==> src/rtl/mem_access.sv <==
// rtl/mem_access.sv - MEM pipeline stage running loads/stores over a req/ack data bus
//
// Sits between EX/MEM and MEM/WB. Non-memory operations pass straight
// through combinationally. Aligned loads and stores raise stallreq_o, issue
// one registered bus access and present the (formatted) result once the bus
// acknowledges or the access times out.
//
// Ports:
//   clk, rst       clock (rising edge), asynchronous active-high reset
//   stall          ctrl stall vector; stall[4] holds MEM/WB (and this stage in DONE)
//   wd_i/wreg_i/wdata_i   destination, write enable and ALU result from EX/MEM
//   memop_i        0 none,1 LB,2 LBU,3 LH,4 LHU,5 LW,6 SB,7 SH,8 SW, 9-15 none
//   addr_i         effective byte address
//   sdata_i        store data
//   wd_o/wreg_o/wdata_o   result towards MEM/WB and ID forwarding
//   stallreq_o     stall request to ctrl
//   bus_*_o        registered bus request, write flag, word address, byte
//                  enables (bit 3 = bits 31:24) and lane-replicated store data
//   bus_ack_i      access complete, bus_rdata_i valid in the same cycle
//   bus_rdata_i    read data
//   misalign_o     current operation is misaligned (combinational)
//   timeout_o      one-cycle pulse when an access is aborted

module mem_access #(
    parameter int TIMEOUT = 16
) (
    input  logic        clk,
    input  logic        rst,
    input  logic [5:0]  stall,
    input  logic [4:0]  wd_i,
    input  logic        wreg_i,
    input  logic [31:0] wdata_i,
    input  logic [3:0]  memop_i,
    input  logic [31:0] addr_i,
    input  logic [31:0] sdata_i,
    output logic [4:0]  wd_o,
    output logic        wreg_o,
    output logic [31:0] wdata_o,
    output logic        stallreq_o,
    output logic        bus_req_o,
    output logic        bus_we_o,
    output logic [31:0] bus_addr_o,
    output logic [3:0]  bus_sel_o,
    output logic [31:0] bus_wdata_o,
    input  logic        bus_ack_i,
    input  logic [31:0] bus_rdata_i,
    output logic        misalign_o,
    output logic        timeout_o
);

    localparam logic [3:0] OP_LB  = 4'd1;
    localparam logic [3:0] OP_LBU = 4'd2;
    localparam logic [3:0] OP_LH  = 4'd3;
    localparam logic [3:0] OP_LHU = 4'd4;
    localparam logic [3:0] OP_LW  = 4'd5;
    localparam logic [3:0] OP_SB  = 4'd6;
    localparam logic [3:0] OP_SH  = 4'd7;
    localparam logic [3:0] OP_SW  = 4'd8;

    // Counter holds 0..TIMEOUT-1 BUSY cycles already spent without ack.
    localparam int CNT_W = (TIMEOUT < 2) ? 1 : $clog2(TIMEOUT);
    localparam logic [CNT_W-1:0] CNT_LAST = CNT_W'(TIMEOUT - 1);

    typedef enum logic [1:0] {
        IDLE = 2'd0,
        BUSY = 2'd1,
        DONE = 2'd2
    } state_t;

    state_t           state;
    state_t           next_state;
    logic [CNT_W-1:0] wait_cnt;
    logic [31:0]      result_q;
    logic             aborted_q;

    logic             is_load;
    logic             is_store;
    logic             size_byte;
    logic             size_half;
    logic             size_word;
    logic             misalign;
    logic             mem_go;
    logic [3:0]       sel_c;
    logic [31:0]      store_c;
    logic [7:0]       byte_lane;
    logic [15:0]      half_lane;
    logic [31:0]      load_fmt;

    logic             stall_c;
    logic             launch;
    logic             ack_take;
    logic             abort_now;

    // Only stall[4] matters to this stage.
    logic             unused_stall;
    assign unused_stall = ^{stall[5], stall[3:0]};

    // ---------------------------------------------------------------
    // Operation decode
    // ---------------------------------------------------------------
    always_comb begin
        is_load   = (memop_i >= OP_LB) && (memop_i <= OP_LW);
        is_store  = (memop_i >= OP_SB) && (memop_i <= OP_SW);
        size_byte = (memop_i == OP_LB) || (memop_i == OP_LBU) || (memop_i == OP_SB);
        size_half = (memop_i == OP_LH) || (memop_i == OP_LHU) || (memop_i == OP_SH);
        size_word = (memop_i == OP_LW) || (memop_i == OP_SW);
        misalign  = (size_half && addr_i[0]) || (size_word && (addr_i[1:0] != 2'b00));
        mem_go    = (is_load || is_store) && !misalign;
    end

    assign misalign_o = misalign;

    // Big-endian lanes: byte address 0 lives in bits 31:24.
    always_comb begin
        sel_c   = 4'b0000;
        store_c = sdata_i;
        if (size_byte) begin
            sel_c   = 4'b1000 >> addr_i[1:0];
            store_c = {4{sdata_i[7:0]}};
        end else if (size_half) begin
            sel_c   = addr_i[1] ? 4'b0011 : 4'b1100;
            store_c = {2{sdata_i[15:0]}};
        end else if (size_word) begin
            sel_c   = 4'b1111;
            store_c = sdata_i;
        end
    end

    always_comb begin
        case (addr_i[1:0])
            2'd0:    byte_lane = bus_rdata_i[31:24];
            2'd1:    byte_lane = bus_rdata_i[23:16];
            2'd2:    byte_lane = bus_rdata_i[15:8];
            default: byte_lane = bus_rdata_i[7:0];
        endcase
        half_lane = addr_i[1] ? bus_rdata_i[15:0] : bus_rdata_i[31:16];

        case (memop_i)
            OP_LB:   load_fmt = {{24{byte_lane[7]}}, byte_lane};
            OP_LBU:  load_fmt = {24'd0, byte_lane};
            OP_LH:   load_fmt = {{16{half_lane[15]}}, half_lane};
            OP_LHU:  load_fmt = {16'd0, half_lane};
            default: load_fmt = bus_rdata_i;
        endcase
    end

    // ---------------------------------------------------------------
    // FSM: state register
    // ---------------------------------------------------------------
    always_ff @(posedge clk or posedge rst) begin
        if (rst) begin
            state <= IDLE;
        end else begin
            state <= next_state;
        end
    end

    // ---------------------------------------------------------------
    // FSM: next state and outputs
    // ---------------------------------------------------------------
    always_comb begin
        next_state = state;
        stall_c    = 1'b0;
        launch     = 1'b0;
        ack_take   = 1'b0;
        abort_now  = 1'b0;
        wd_o       = wd_i;
        wreg_o     = wreg_i;
        wdata_o    = wdata_i;

        case (state)
            IDLE: begin
                if (mem_go) begin
                    stall_c    = 1'b1;
                    wreg_o     = 1'b0;
                    launch     = 1'b1;
                    next_state = BUSY;
                end else if (misalign) begin
                    wreg_o = 1'b0;
                end
            end
            BUSY: begin
                stall_c = 1'b1;
                wreg_o  = 1'b0;
                // Ack wins over a timeout landing in the same cycle.
                if (bus_ack_i) begin
                    ack_take   = 1'b1;
                    next_state = DONE;
                end else if (wait_cnt == CNT_LAST) begin
                    abort_now  = 1'b1;
                    next_state = DONE;
                end
            end
            DONE: begin
                if (is_load) begin
                    wdata_o = result_q;
                    wreg_o  = wreg_i && !aborted_q;
                end
                if (!stall[4]) begin
                    next_state = IDLE;
                end
            end
            default: begin
                next_state = IDLE;
            end
        endcase
    end

    // Reset forces IDLE asynchronously, but the IDLE decode still sees the
    // held memory op; mask it so ctrl is released without waiting for an edge.
    assign stallreq_o = stall_c && !rst;

    // ---------------------------------------------------------------
    // Bus registers, timeout counter and result
    // ---------------------------------------------------------------
    always_ff @(posedge clk or posedge rst) begin
        if (rst) begin
            bus_req_o   <= 1'b0;
            bus_we_o    <= 1'b0;
            bus_addr_o  <= 32'd0;
            bus_sel_o   <= 4'd0;
            bus_wdata_o <= 32'd0;
            timeout_o   <= 1'b0;
            wait_cnt    <= '0;
            result_q    <= 32'd0;
            aborted_q   <= 1'b0;
        end else begin
            timeout_o <= abort_now;
            if (launch) begin
                bus_req_o   <= 1'b1;
                bus_we_o    <= is_store;
                bus_addr_o  <= {addr_i[31:2], 2'b00};
                bus_sel_o   <= sel_c;
                bus_wdata_o <= store_c;
                wait_cnt    <= '0;
                aborted_q   <= 1'b0;
            end else if (ack_take) begin
                bus_req_o <= 1'b0;
                result_q  <= load_fmt;
            end else if (abort_now) begin
                bus_req_o <= 1'b0;
                aborted_q <= 1'b1;
            end else if (state == BUSY) begin
                wait_cnt <= wait_cnt + CNT_W'(1);
            end
        end
    end

endmodule
==> config.mk <==
export PLATFORM = sky130hd
export DESIGN_NAME = mem_access
export DESIGN_NICKNAME = d
export VERILOG_FILES = /design/src/rtl/mem_access.sv
export SDC_FILE = /design/constraint.sdc
export NUM_CORES = 1
export LEC_CHECK = 0
export BUFFER_PORTS_ARGS = -buffer_cell sky130_fd_sc_hd__buf_2
export CAP_MARGIN = 20
export CORE_AREA = 5 5 118 120
export DETAILED_ROUTE_END_ITERATION = 7
export DIE_AREA = 0 0 123 125
export MAX_ROUTING_LAYER = met4
export PLACE_DENSITY = 0.8
export SYNTH_ARGS = -nofsm -noshare
export SYNTH_HDL_FRONTEND = slang
export SYNTH_SLANG_ARGS = --single-unit
==> constraint.sdc <==
create_clock -name clk -period 4.05 [get_ports clk]
set_input_delay 0.2025 -clock clk [delete_from_list [all_inputs] [get_ports clk]]
set_output_delay 0.2025 -clock clk [all_outputs]
set_load 0.03 [all_outputs]
==> flow_summary.yaml, run 1 <==
critical_path:
  worstPathMaxFanout: 33
  slowest_stage: "o31a_2"
  startpoint: "memop_i[3]"
  cpPeakStageDelay_ns: 0.83
  critPathKind: "input port to flip-flop"
  end_kind: "flip-flop"
  path_cells: "buf_2 > or4b_1 > nor3_4 > o31a_2 > mux2_2"
  cp-start-kind: "input port"
  r2r-end: "bus_wdata_o[23]"
  r2r_start: "state[0]"
  critPathArrivalTime_ns: 2.75
  critPathRequiredTime_ns: 4.28
  regToRegSetupSlack_ns: 1.54
  worst_r2r_path_depth: 3
timing:
  relSlewSlack_pct: 25.74
  fin_crit_sh_pct: 62.14
  setup_violations: 0
  finalClockSkew_ns: 0.009739
  period_minus_slack_ns: 2.517
  rsz0062_at_grt: "no"
  slew_violations: 0
  tightest_slew_ns: 1.104
  fin_tns_setup_ns: 0
  max_freq_mhz: 397.4
  setup_slack_ns: 1.533
  hold_violations: 0
logic_synthesis:
  synthTopCellsByCount: "dfrtp_1 (108), mux2_2 (60), mux2_4 (45), a21oi_1 (26), o21ai_0 (24)"
  synth_seq_cells: 108
  yosysWarnings: 0
  synth_cells: 493
  synth_area_sq_mm: 0.006063
  synth_edf_count: 0
  netlist.top_cell.by_area: "dfrtp_1"
  netlist_top_cells_area: "dfrtp_1 (45%), mux2_2 (11%), mux2_4 (11%)"
  synth.avg_cell_area_sq_um: 12.30
  yosysTopAreaCellShare_pct: 44.57
  yosysUniqueCellTypes: 63
  async_reset_ff_share_pct: 100.0
  ys.flop_type: "dfrtp_1"
  yosysSeqAreaShare_pct: 44.57
  synth_most_common_cell: "dfrtp_1"
layout:
  drive_gt1_share_pct: 54.58
  final_area_sq_mm: 0.007565
  filler_cell_count: 1055
  synthToLayoutAreaGrowth_pct: 24.76
  final_nets: 854
  final_cells: 886
grt:
  grt_pass1_wl_um: 27740
  grt_pass1_vias: 5233
  grt_usage_pct: 23.63
  grt_max_degree: 74
  grt.overflow.total: 0
  antenna_found_initial: 1
placed_design:
  place_area_sq_mm: 0.007257
  place_hpwl_um: 13560
  port_buffers: 240
  dp_slack_ns: 1.182
  dp_cells: 871
  gp_congestion: 0.8653
clock_network:
  worst_setup_hold_path_clk_slew_ns: 0.07
  cts_resized: 0
  cts_sinks: 108
  clock_latency_ns: 0.35
  root_buffer: "clkbuf_16"
  cts_buffers: 9
  cts_buffer_depth: 2
  tritoncts: "done"
  post_cts_buffers: 0
  ctsHtreeMaxLevel: 3
  cts_hold_buf: 0
die:
  coreArea_sq_mm: 0.01287
  rows: 42
  io_pins: 258
  initial_core_util_pct: 47.09
  die_width_um: 123
  die_y_um: 125
  die_area_sq_mm: 0.01538
route:
  initialDrtViolationCount: 435
  remaining_drc_errors: 0
  via_count: 5104
  ant_nets: 0
  viasPerCell: 5.761
  first_pass_iters: 7
  wl_um: 18250
  avgRoutedWirePerCell_um: 20.60
power:
  p_leak_uw: 0.003634
  power_uw: 5399
  power_density_mw_per_mm2: 713.7
  worst_ir_drop_vdd_mv: 0.4411
job:
  max-cap-violations: 0
status:
  status: "finished, final reports clean"
hold_path:
  hp-class: "input port to async pin"
==> worst max-delay path by stage <==
stage	to	cells past startpoint	slack (ns)
2_1_floorplan	aborted_q	1	1.00
3_3_place_gp	bus_wdata_o[20]	5	1.23
3_5_place_dp	bus_wdata_o[21]	5	1.18
4_1_cts	bus_wdata_o[23]	3	1.52
5_1_grt	result_q[22]	3	1.37
6_report	bus_wdata_o[23]	5	1.53
==> metal layers <==
metal / vias up / track usage, % / wire length (um)
met5: - / - / 0
met4: 0 / 8.925 / 497
met3: 38 / 4.110 / 1576
met2: 294 / 39.50 / 8913
met1: 2502 / 28.47 / 7260
li1: 2270 / - / -
==> worst max-delay path: cells and delay by family <==
kind | cells | cell delay (ns)
AOI/OAI and AO/OA | 1 | 0.83
buffers and inverters | 1 | 0.41
muxes | 1 | 0.41
and+or+nand+nor | 2 | 0.88
==> area by class of cell <==
type	count	area [sq um]	share of cell area, %
multi-input combinational	322	3002	39.68
clock inverter	4	76.32	1.009
clock buffer	10	229.0	3.027
sequential	108	2703	35.73
antenna	1	2.502	0.03308
tap	176	220.2	2.911
timing repair buffer	246	1259	16.64
inverter	19	73.82	0.9759
==> placed cells by master, fill, tap and decap left out, types with 10 or more instances in the layout <==
master,instances
nor2_1,19
mux2_2,60
a21oi_1,26
inv_1,18
buf_2,240
nor3b_1,10
dfrtp_1,108
a221o_1,16
o22ai_1,16
mux2_4,45
o21ai_0,24
==> kinds of logic after synthesis <==
| group | Yosys count | share of synthesized area [%] |
|---|---|---|
| adders and majority gates | 1 | 0.2063 |
| xor gates and xnor gates | 1 | 0.1445 |
| other | 1 | 0.06185 |
| muxes | 123 | 27.09 |
| buffers and inverters | 64 | 6.005 |
| AOI/OAI and AO/OA | 124 | 14.86 |
| and+or+nand+nor | 71 | 7.058 |
| DFF | 108 | 44.57 |
==> through the flow <==
step | hold WS [ns] | utilization [%]
floorplan | 0.2849 | -
global placement | 0.4052 | 56.37
detailed placement | 0.4052 | 56.37
CTS | 0.05157 | 58.74
global route | 0.06374 | 58.76
finish | 0.05051 | 58.76
==> power by group <==
part	internal, uW	switching, uW	leakage (uW)	total [uW]
combinational	1020	1530	0.00219	2560
clock	537	393	0.000145	930
sequential	1590	318	0.00130	1910
==> sequential cells by signal, summed over array words and instances (netlist names) <==
name         cells
bus_wdata_o     32
result_q        32
bus_addr_o      30
bus_sel_o        4
wait_cnt         4
state            2
aborted_q        1
bus_req_o        1
bus_we_o         1
timeout_o        1
Power figures use the tool's default switching activity.
==> run 2: changes to the inputs <==
--- a/config.mk
+++ b/config.mk
@@ -7,11 +7,11 @@
 export LEC_CHECK = 0
 export BUFFER_PORTS_ARGS = -buffer_cell sky130_fd_sc_hd__buf_2
 export CAP_MARGIN = 20
-export CORE_AREA = 5 5 118 120
+export CORE_AREA = 5 5 124 126
 export DETAILED_ROUTE_END_ITERATION = 7
-export DIE_AREA = 0 0 123 125
+export DIE_AREA = 0 0 129 131
 export MAX_ROUTING_LAYER = met4
-export PLACE_DENSITY = 0.8
+export PLACE_DENSITY = 0.76
 export SYNTH_ARGS = -nofsm -noshare
 export SYNTH_HDL_FRONTEND = slang
 export SYNTH_SLANG_ARGS = --single-unit
==> constraint.sdc (replaced) <==
create_clock -name clk -period 2.3 [get_ports clk]
set_input_delay 0.115 -clock clk [delete_from_list [all_inputs] [get_ports clk]]
set_output_delay 0.115 -clock clk [all_outputs]
set_load 0.03 [all_outputs]
==> flow_summary.yaml, run 2 (synthesis results as in run 1) <==
job:
  max-cap-violations: 0
route:
  via_count: 5162
  viasPerCell: 5.451
  ant_nets: 0
  avgRoutedWirePerCell_um: 18.90
  first_pass_iters: 5
  remaining_drc_errors: 0
  wl_um: 17900
  initialDrtViolationCount: 339
clock_network:
  cts_buffer_depth: 2
  tritoncts: "done"
  post_cts_buffers: 0
  worst_setup_hold_path_clk_slew_ns: 0.07
  cts_buffers: 9
  cts_resized: 0
  clock_latency_ns: 0.35
  cts_hold_buf: 31
  cts_sinks: 108
  root_buffer: "clkbuf_16"
  ctsHtreeMaxLevel: 3
layout:
  filler_cell_count: 1204
  final_cell_mix: "buf_2 (242), dfrtp_1 (108), mux2_2 (60), mux2_4 (45), dlygate4sd3_1 (31)"
  diodes: 0
  final_cells: 947
  top_regs: "bus_wdata_o x32, result_q x32, bus_addr_o x30"
  synthToLayoutAreaGrowth_pct: 33.49
  drive_gt1_share_pct: 53.87
  final_nets: 906
  final_common_cell: "buf_2"
power:
  power_uw: 9604
  power_density_mw_per_mm2: 1187
  p_leak_uw: 0.003887
  worst_ir_drop_vdd_mv: 0.7384
die:
  initial_core_util_pct: 42.69
  rows: 44
  die_y_um: 131
  coreArea_sq_mm: 0.01420
  die_area_sq_mm: 0.01690
  die_width_um: 129
  io_pins: 258
grt:
  antenna_found_initial: 0
  grt_max_degree: 59
  grt_pass1_wl_um: 27460
  grt.overflow.total: 0
  grt_usage_pct: 21.23
  grt_pass1_vias: 5325
timing:
  slew_violations: 0
  period_minus_slack_ns: 2.119
  max_freq_mhz: 471.9
  fin_tns_setup_ns: 0
  tightest_slew_ns: 0.9033
  fin_crit_sh_pct: 92.14
  hold_violations: 0
  finalClockSkew_ns: 0.01249
  rsz0062_at_grt: "no"
  setup_violations: 0
  relSlewSlack_pct: 39.78
placed_design:
  port_buffers: 240
  place_hpwl_um: 13250
  gp_congestion: 0.8566
  dp_cells: 898
critical_path:
  end_kind: "output port"
  cp-start-kind: "flip-flop"
  critPathArrivalTime_ns: 2.00
  cpPeakStageDelay_ns: 0.41
  slowest_stage: "dfrtp_1"
  worstPathMaxFanout: 32
  critPathKind: "flip-flop to output port"
  path_cells: "inv_1 > nor2_1 > nand4b_1 > buf_12 > mux2_2 > buf_2"
  critPathRequiredTime_ns: 2.18
status:
  status: "finished, final reports clean"
hold_path:
  hp-class: "input port to flip-flop"
## run 2: cell count changes in the layout (fill, tap and decap cells not counted), sizes merged
cell / change
dlygate4sd3: +31
bufinv: -1
clkinv: -1
inv: +4
buf: +21
diode: -1
## run 2: final cells by class
cell class                 instances  area, sq um  share of cell area [%]
clock inverter                     6        73.82                  0.9120
tap                              184        230.2                   2.844
inverter                          19        75.07                  0.9275
multi-input combinational        322         3002                   37.08
sequential                       108         2703                   33.39
clock buffer                      10        239.0                   2.953
timing repair buffer             298         1772                   21.89
## run 2: stage by stage
step | utilization [%] | setup slack (ns) | hold WS [ns] | cell area (sq um)
2_1_floorplan | - | 0.3927 | 0.1974 | 6071
4_1_cts | 56.92 | 0.1484 | 0.0003157 | 8084
6_report | 56.99 | 0.1808 | 0.01151 | 8094
3_5_place_dp | 52.53 | 0.2216 | 0.1548 | 7461
5_1_grt | 56.99 | 0.07173 | 0.006677 | 8094
3_3_place_gp | 52.53 | 0.2812 | 0.1456 | 7461
## run 2: worst paths after layout
| check | startpoint | endpoint | slack (ns) | cells after the start |
|---|---|---|---|---|
| max reg2reg | state[1] | result_q[3] | 0.56 | 4 |
| min | addr_i[19] | bus_addr_o[19] | 0.01 | 2 |
| max | state[1] | wdata_o[6] | 0.18 | 6 |
| min in group asynchronous | rst | bus_wdata_o[9] | 0.33 | 3 |
| max in group asynchronous | rst | result_q[11] | 1.23 | 4 |
| min reg2reg | bus_addr_o[31] | bus_addr_o[31] | 0.49 | 1 |
## run 2: report_power, final
group | leakage (uW) | internal (uW) | switching (uW)
registers | 0.00130 | 2800 | 542
clock network | 0.000155 | 895 | 746
logic | 0.00244 | 1910 | 2710
total | 0.00389 | 5610 | 3990
## run 2: metal layers
metal / GRT usage, % / wire length [um] / part of all wire, % / vias up
met2: 35.03 / 8879 / 50 / 218
met4: 7.041 / 454 / 2.5 / 0
li1: - / - / - / 2381
met5: - / 0 / 0 / -
met1: 25.88 / 7243 / 40 / 2524
met3: 4.878 / 1322 / 7.4 / 39
## run 2: worst max-delay path, delay by kind of cell, from the launching register on
| kind | cells | cell delay, ns |
|---|---|---|
| multiplexers | 1 | 0.29 |
| buffers and inverters | 3 | 0.53 |
| AND/OR/NAND/NOR | 2 | 0.42 |
| flip-flops | 1 | 0.41 |
==> run 3: changes to the inputs <==
--- a/config.mk
+++ b/config.mk
@@ -12,6 +12,7 @@
 export DIE_AREA = 0 0 129 131
 export MAX_ROUTING_LAYER = met4
 export PLACE_DENSITY = 0.76
+export REMOVE_ABC_BUFFERS = 1
 export SYNTH_ARGS = -nofsm -noshare
 export SYNTH_HDL_FRONTEND = slang
 export SYNTH_SLANG_ARGS = --single-unit
==> flow_summary.yaml, run 3 (synthesis results as in run 1) <==
critical_path:
  critPathKind: "flip-flop to output port"
  worstPathMaxFanout: 32
  startpoint: "state[1]"
  cp-start-kind: "flip-flop"
  critPathArrivalTime_ns: 1.98
  end_kind: "output port"
  critPathRequiredTime_ns: 2.18
  r2r_start: "state[1]"
timing:
  relSlewSlack_pct: 33.90
  rsz0062_at_grt: "no"
  tightest_slew_ns: 0.9839
  finalClockSkew_ns: 0.007308
  setup_slack_ns: 0.2027
  slew_violations: 0
  period_minus_slack_ns: 2.097
  setup_violations: 0
  max_freq_mhz: 476.8
  hold_violations: 0
  holdWs_ns: 0.02187
  fin_crit_sh_pct: 91.19
power:
  internal-power_uw: 5500
  power_uw: 9500
  switchingPower_uw: 4000
  p_comb_share_pct: 48.7
  p_leak_uw: 0.003890
  pwr-share-seq_pct: 35.1
  worst_ir_drop_vdd_mv: 0.6691
  clockPowerShare_pct: 16.2
  power_density_mw_per_mm2: 1174
  swShare_pct: 42.11
layout:
  diodes: 0
  final_util_pct: 56.99
  drive_gt1_share_pct: 53.86
  synthToLayoutAreaGrowth_pct: 33.51
  final_common_cell: "buf_2"
  final-seq-area_sq_mm: 0.002703
  final_cell_mix: "buf_2 (240), dfrtp_1 (108), mux2_2 (60), mux2_4 (45), dlygate4sd3_1 (32)"
  final_nets: 908
  final_cells: 949
  multi_input_area_sq_mm: 0.003002
  filler_cell_count: 1190
  top_regs: "bus_wdata_o x32, result_q x32, bus_addr_o x30"
grt:
  grt_max_degree: 44
  grt.overflow.total: 0
  antenna_found_initial: 0
  grt_usage_pct: 21.80
  grt_pass1_vias: 5357
  grt_pass1_wl_um: 28060
route:
  avgRoutedWirePerCell_um: 19.12
  wl_um: 18150
  initialDrtViolationCount: 282
  viasPerCell: 5.445
  first_pass_iters: 4
  ant_nets: 0
  remaining_drc_errors: 0
  via_count: 5167
clock_network:
  clock_latency_ns: 0.35
  tritoncts: "done"
  cts_hold_buf: 32
  ctsHtreeMaxLevel: 3
  cts_sinks: 108
  cts_buffer_depth: 2
  worst_setup_hold_path_clk_slew_ns: 0.08
  cts_resized: 0
  post_cts_buffers: 0
  root_buffer: "clkbuf_16"
  cts_buffers: 9
die:
  initial_core_util_pct: 42.69
  die_area_sq_mm: 0.01690
  io_pins: 258
  die_width_um: 129
  coreArea_sq_mm: 0.01420
  rows: 44
  die_y_um: 131
job:
  max-cap-violations: 0
hold_path:
  hp-class: "input port to flip-flop"
  hold_start: "bus_rdata_i[19]"
placed_design:
  dp_slack_ns: 0.08727
  place_hpwl_um: 13400
  gp_congestion: 0.8845
  port_buffers: 240
  dp_cells: 901
status:
  status: "finished, final reports clean"
run 3: per-stage QoR:
step           setup TNS [ns]  instance area (sq um)
6_report                    0                   8095
5_1_grt                     0                   8095
4_1_cts                     0                   8095
3_5_place_dp                0                   7482
3_3_place_gp                0                   7482
2_1_floorplan         -111.44                   5774
run 3: worst paths after layout:
path | cells after the start | slack (ns) | end
setup reg to reg | 3 | 0.56 | result_q[28]
max in group asynchronous | 4 | 1.27 | bus_sel_o[2]
hold reg to reg | 2 | 0.48 | bus_req_o
min in group asynchronous | 3 | 0.43 | timeout_o
setup / recovery | 6 | 0.20 | wdata_o[21]
hold / removal | 2 | 0.02 | result_q[19]
run 3: final cells by class:
class | count | area share, %
multi-input cells | 322 | 37.08
flip-flops and latches | 108 | 33.38
repair buffers | 300 | 22.16
clock buffers | 10 | 2.952
well taps | 184 | 2.844
inverters | 19 | 0.9119
clock inverters | 6 | 0.6646
run 3: power groups by stage:
stage	Combinational [uW]	Clock (uW)	Sequential, uW
final	4620	1540	3340
after global routing	4930	1670	3460
after CTS	4660	1590	3340
after detailed placement	4610	0	3350
after global placement	4530	0	3320
after floorplan	2010	0	4470
run 3: critical path, cell delays in order, from the launching register on:
cell,delay [ns]
dfrtp_1,0.43
inv_1,0.11
nor2_1,0.16
nand4b_1,0.21
buf_12,0.24
mux2_2,0.29
buf_2,0.18
run 3: routing by layer:
layer | GRT usage (%) | up-vias | share of wire, %
li1 | - | 2384 | -
met1 | 25.90 | 2511 | 40
met2 | 36.31 | 240 | 50
met3 | 4.431 | 32 | 7.2
met4 | 9.018 | 0 | 2.8
met5 | - | - | 0
